--- config.mk ---
export PLATFORM = sky130hd
export DESIGN_NAME = multicycle_control
export DESIGN_NICKNAME = d
export VERILOG_FILES = /design/src/rtl/multicycle_control.sv
export SDC_FILE = /design/constraint.sdc
export NUM_CORES = 1
export LEC_CHECK = 0
export BUFFER_PORTS_ARGS = -buffer_cell sky130_fd_sc_hd__buf_2
export CAP_MARGIN = 20
export CORE_MARGIN = 1
export CORE_UTILIZATION = 49
export CTS_CLUSTER_SIZE = 10
export DETAILED_ROUTE_END_ITERATION = 10
export GPL_TIMING_DRIVEN = 0
export PLACE_DENSITY = 0.87
export SYNTH_ARGS = -nofsm -noshare
export SYNTH_HDL_FRONTEND = slang
export SYNTH_SLANG_ARGS = --single-unit
--- constraint.sdc ---
create_clock -name clk -period 2.07 [get_ports clk]
set_input_delay 0.207 -clock clk [delete_from_list [all_inputs] [get_ports clk]]
set_output_delay 0.207 -clock clk [all_outputs]
set_load 0.1 [all_outputs]
--- src/rtl/multicycle_control.sv ---
// multicycle_control: FSM sequencing multi-cycle MIPS instructions and driving datapath controls
module multicycle_control #(
    parameter int OP_W          = 6,
    parameter int ALUOP_W       = 2,
    parameter int MEM_HANDSHAKE = 1,
    parameter int STATE_W       = 4
) (
    input  logic               clk,
    input  logic               rst,
    input  logic [OP_W-1:0]    op_code,
    input  logic               mem_ready,
    output logic               PCWrite,
    output logic               PCWriteCond,
    output logic               PCWriteCondNe,
    output logic               IorD,
    output logic               MemRead,
    output logic               MemWrite,
    output logic               MemtoReg,
    output logic               IRWrite,
    output logic [1:0]         PCSource,
    output logic [ALUOP_W-1:0] ALUOp,
    output logic               ALUSrcA,
    output logic [1:0]         ALUSrcB,
    output logic               RegWrite,
    output logic               RegDst,
    output logic               instr_done,
    output logic               illegal_op,
    output logic [STATE_W-1:0] state_o
);
    typedef enum logic [3:0] {
        S_FETCH  = 4'd0,
        S_DECODE = 4'd1,
        S_MEMADR = 4'd2,
        S_MEMRD  = 4'd3,
        S_MEMWB  = 4'd4,
        S_MEMWR  = 4'd5,
        S_EXEC   = 4'd6,
        S_RWB    = 4'd7,
        S_BEQ    = 4'd8,
        S_BNE    = 4'd9,
        S_JUMP   = 4'd10,
        S_IEXEC  = 4'd11,
        S_IWB    = 4'd12
    } state_t;

    localparam logic [OP_W-1:0] OP_R    = OP_W'(6'b000000);
    localparam logic [OP_W-1:0] OP_LW   = OP_W'(6'b100011);
    localparam logic [OP_W-1:0] OP_SW   = OP_W'(6'b101011);
    localparam logic [OP_W-1:0] OP_BEQ  = OP_W'(6'b000100);
    localparam logic [OP_W-1:0] OP_BNE  = OP_W'(6'b000101);
    localparam logic [OP_W-1:0] OP_J    = OP_W'(6'b000010);
    localparam logic [OP_W-1:0] OP_ADDI = OP_W'(6'b001000);
    localparam logic [OP_W-1:0] OP_ANDI = OP_W'(6'b001100);

    state_t          r_state;
    logic [OP_W-1:0] r_op;
    logic            w_rdy;
    logic            w_legal;

    assign w_rdy   = (MEM_HANDSHAKE != 0) ? mem_ready : 1'b1;
    assign w_legal = (op_code == OP_R) || (op_code == OP_LW) || (op_code == OP_SW) ||
                     (op_code == OP_BEQ) || (op_code == OP_BNE) || (op_code == OP_J) ||
                     (op_code == OP_ADDI) || (op_code == OP_ANDI);
    assign state_o = rst ? '0 : STATE_W'(r_state);

    // State register and opcode capture; reset abandons any instruction in flight
    always_ff @(posedge clk) begin
        if (rst) begin
            r_state <= S_FETCH;
            r_op    <= '0;
        end else begin
            case (r_state)
                S_FETCH:  r_state <= w_rdy ? S_DECODE : S_FETCH;
                S_DECODE: begin
                    r_op <= op_code;
                    if (op_code == OP_R)                             r_state <= S_EXEC;
                    else if (op_code == OP_LW || op_code == OP_SW)   r_state <= S_MEMADR;
                    else if (op_code == OP_BEQ)                      r_state <= S_BEQ;
                    else if (op_code == OP_BNE)                      r_state <= S_BNE;
                    else if (op_code == OP_J)                        r_state <= S_JUMP;
                    else if (op_code == OP_ADDI || op_code == OP_ANDI) r_state <= S_IEXEC;
                    else                                             r_state <= S_FETCH;
                end
                S_MEMADR: r_state <= (r_op == OP_LW) ? S_MEMRD : S_MEMWR;
                S_MEMRD:  r_state <= w_rdy ? S_MEMWB : S_MEMRD;
                S_MEMWR:  r_state <= w_rdy ? S_FETCH : S_MEMWR;
                S_EXEC:   r_state <= S_RWB;
                S_IEXEC:  r_state <= S_IWB;
                default:  r_state <= S_FETCH;
            endcase
        end
    end

    // Control decode from current state; FETCH and the memory states also look at mem_ready
    always_comb begin
        PCWrite       = 1'b0;
        PCWriteCond   = 1'b0;
        PCWriteCondNe = 1'b0;
        IorD          = 1'b0;
        MemRead       = 1'b0;
        MemWrite      = 1'b0;
        MemtoReg      = 1'b0;
        IRWrite       = 1'b0;
        PCSource      = 2'b00;
        ALUOp         = '0;
        ALUSrcA       = 1'b0;
        ALUSrcB       = 2'b00;
        RegWrite      = 1'b0;
        RegDst        = 1'b0;
        instr_done    = 1'b0;
        illegal_op    = 1'b0;
        if (!rst) begin
            case (r_state)
                S_FETCH: begin
                    MemRead = 1'b1;
                    ALUSrcB = 2'b01;
                    IRWrite = w_rdy;
                    PCWrite = w_rdy;
                end
                S_DECODE: begin
                    ALUSrcB    = 2'b11;
                    illegal_op = !w_legal;
                    instr_done = !w_legal;
                end
                S_MEMADR: begin
                    ALUSrcA = 1'b1;
                    ALUSrcB = 2'b10;
                end
                S_MEMRD: begin
                    MemRead = 1'b1;
                    IorD    = 1'b1;
                end
                S_MEMWB: begin
                    RegWrite   = 1'b1;
                    MemtoReg   = 1'b1;
                    instr_done = 1'b1;
                end
                S_MEMWR: begin
                    MemWrite   = 1'b1;
                    IorD       = 1'b1;
                    instr_done = w_rdy;
                end
                S_EXEC: begin
                    ALUSrcA = 1'b1;
                    ALUOp   = ALUOP_W'(2'b10);
                end
                S_RWB: begin
                    RegWrite   = 1'b1;
                    RegDst     = 1'b1;
                    instr_done = 1'b1;
                end
                S_BEQ, S_BNE: begin
                    ALUSrcA       = 1'b1;
                    ALUOp         = ALUOP_W'(2'b01);
                    PCWriteCond   = (r_state == S_BEQ);
                    PCWriteCondNe = (r_state == S_BNE);
                    PCSource      = 2'b01;
                    instr_done    = 1'b1;
                end
                S_JUMP: begin
                    PCWrite    = 1'b1;
                    PCSource   = 2'b10;
                    instr_done = 1'b1;
                end
                S_IEXEC: begin
                    ALUSrcA = 1'b1;
                    ALUSrcB = 2'b10;
                    ALUOp   = (r_op == OP_ANDI) ? ALUOP_W'(2'b11) : ALUOP_W'(2'b00);
                end
                S_IWB: begin
                    RegWrite   = 1'b1;
                    instr_done = 1'b1;
                end
                default: ;
            endcase
        end
    end
endmodule

==> out/results.ini <==
[final_layout]
multiInputGateArea_um2=840.8
regArea_um2=200.2
fillerInstances=135
area_growth_pct=49.87
antenna_cells=0
nets=174
post-route-util_pct=80.14
layout-drive-gt1-share_pct=44.79

[min_path]
hp-class=in2reg

[synthesis]
synth_ff_type=dfxtp_1
synth-compound-area-share_pct=18.97
synth_xor_area_share_pct=2.785
synth_nets=140
synth_top_area_cell=dfxtp_1
ys_async_sr_fraction_pct=0
ys_types=43
ys_seq_elements=10
synth_top_family_by_area=simple AND/OR/NAND/NOR gates
muxShareOfSynthArea_pct=8.621
synth-simple-area-share_pct=40.19
synth.top_cell.area_share_pct=21.22
yosysSeqAreaShare_pct=21.22
synth_adder_area_share_pct=0
ys_warn_count=0
synthCells=131
avgSynthCellArea_um2=7.202
synth.area.top_cells=dfxtp_1 (21%), nor2_1 (8.4%), mux2i_1 (7.4%), a21oi_1 (5.8%), nand2b_1 (4.0%)
synth_edf_count=0
syn_area_um2=943.4

[global_routing]
grt_pass1_wl_mm=4.022
grt_overflow_total=0
first_global_vias=975
grt_use_total_pct=26.10
grt_antenna_before_repair=0
grt_start_max_net_pins=11

[sta]
worst_pin_slew_ns=0.5262
fin_tns_setup_ns=0
slew_violations=0
fin_worst_skew_ns=0.006180
hold_violations=0
fmax_mhz=502.2
setup_viol_count_final=0
maxSlewHeadroom_pct=64.92
post-route-period-util_pct=96.19
finalCriticalPeriod_ns=1.991

[setup_path]
reg2reg_setup_slack_ns=0.55
r2r_end=r_op[3]
criticalPathCategory=reg2out
crit_start=r_state[0]
reg2reg_depth=6
start_kind=register
endpoint_kind=output pin
crit_fanout=9
required_ns=1.86
arrival_ns=1.78
reg2reg_from=r_state[1]
crit_end=ALUOp[1]

[flow_run]
timing.max_cap.violations=0

[clocking]
cts_tree=yes
cts_buffers=3
cts_buffer_depth=2
cts_hold_buf=0
worstSkewPairLatency_ns=0.26
root_buffer=clkbuf_4
htree_num_levels=1
cts_sinks=10
clkSlewWorstSetupHoldPaths_ns=0.06

[power]
power_density_mw_per_mm2=389.8
leakage_nw=0.5163
switching_power_uw=220.3
power.share.clock_pct=22.2
ir_drop_uv=401.3
swShare_pct=39.97
p_int_uw=330.8
pwr-share-comb_pct=40.1
seq_power_share_pct=37.7

[drt]
vias=1118
postRouteAntennaNets=0
remaining_drc_errors=0
drt-initial-drc-count=35
wirelength_mm=2.643
drtPass1Iterations=4
vias_per_cell=5.947
detail_route.wl_per_cell_um=14.06

[floorplanning]
io_pins=32
core_mm2=0.001764
dieArea_mm2=0.002105
start_util_pct=53.48
fp.dieW_um=45.88
fp.dieH_um=45.88
num_rows=15

[placed_design]
port_buffers=28
gp_congestion=0.8646
dp_hpwl_mm=1.972

[run_status]
status=finished clean

## registers in the layout (all words and copies together) (netlist names)
register	flops
r_op	6
r_state	4
## final cells by class
cell class                 count  area share [%]
multi-input combinational    104           59.47
timing repair buffer          29           14.78
sequential                    10           14.16
buffer                        13           6.726
tap                           25           2.212
clock buffer                   3           1.593
inverter                       4           1.062
## metrics by stage
step	total power, mW	cells	worst slack [ns]	hold WS (ns)	instance area (um2)
CTS	0.5510	188	0.01574	0.2299	1364
detailed placement	0.4182	184	-0.1734	0.5055	1294
global placement	0.4135	184	-0.1365	0.4946	1294
finish	0.5511	188	0.07879	0.2376	1414
global route	0.5761	188	-0.009642	0.2433	1414
floorplan	0.3802	131	-0.2818	0.3542	1122
## what timing repair did
item	in CTS	in global routing
setup buffers	1	0
gates resized for setup	14	13
setup endpoints to repair	12	8
pin swaps	2	1
## kinds of logic (layout without fill, tap and decap cells)
kind of cell | Yosys count | after routing
and+or+nand+nor | 67 | 67
DFF | 10 | 10
buffers and inverters | 17 | 49
xor gates and xnor gates | 3 | 3
AOI/OAI and AO/OA | 26 | 26
muxes | 8 | 8
## placed cells by master (no fill, tap or decap), types with 2 or more instances in the layout
cell,count
mux2i_1,7
clkbuf_2,2
a21oi_1,11
nand2_1,3
buf_2,22
nor4_4,5
nand3b_1,3
nor3_1,2
clkbuf_4,8
inv_2,3
nand2b_1,5
nor3_4,3
xnor2_1,3
nor2_1,15
buf_4,5
nor2_2,4
nor2_4,2
clkbuf_8,2
nand3_1,5
nor3b_1,2
buf_6,2
buf_12,2
nor4b_1,2
or4_1,2
o211ai_1,3
o21ai_0,2
and3_1,2
nor3_2,2
dfxtp_1,10
## worst max-delay path, stage by stage, from the launching register on
cell and delay, ns:
dfxtp_1 0.30, clkbuf_4 0.19, nor4bb_4 0.31, nand3_2 0.16
o22ai_1 0.19, and2_2 0.18, buf_8 0.19
## metal layers
| layer | track usage [%] | vias to the layer above | part of all wire, % |
|---|---|---|---|
| met5 | 0 | - | 0 |
| met4 | 11.76 | 0 | 2.8 |
| met3 | 2.778 | 8 | 3.6 |
| met2 | 49.30 | 38 | 52 |
| met1 | 28.47 | 529 | 42 |
| li1 | - | 543 | - |
## cells in the mapped netlist (all sizes together), types with 2 or more instances
cell / instances
dfxtp: 10
xnor2: 3
nor4: 5
mux2i: 7
inv: 4
a21oi: 12
buf: 9
nor3b: 2
nor2: 21
nor4b: 2
nand2b: 6
nor3: 7
nand2: 3
nand3: 6
o211ai: 3
nand3b: 3
and3: 3
or4: 2
o21ai: 2
clkbuf: 4
## power groups by stage
| stage | Clock (mW) | Combinational (mW) | Sequential (mW) |
|---|---|---|---|
| CTS | 0.130 | 0.215 | 0.207 |
| floorplan | 0 | 0.171 | 0.209 |
| finish | 0.122 | 0.221 | 0.208 |
| global route | 0.135 | 0.232 | 0.208 |
| detailed placement | 0 | 0.208 | 0.210 |
| global placement | 0 | 0.204 | 0.210 |
## worst min path at each step
stage / cells past startpoint / to / startpoint / slack, ns
after detailed placement: 3 / r_op[0] / op_code[0] / 0.51
after CTS: 3 / r_op[0] / op_code[0] / 0.23
after global placement: 2 / r_op[5] / r_op[5] / 0.49
after floorplan: 2 / r_op[2] / op_code[2] / 0.35
final: 3 / r_op[0] / op_code[0] / 0.24
after global routing: 3 / r_op[0] / op_code[0] / 0.24
Note: power is estimated with default switching activity, not from simulation.
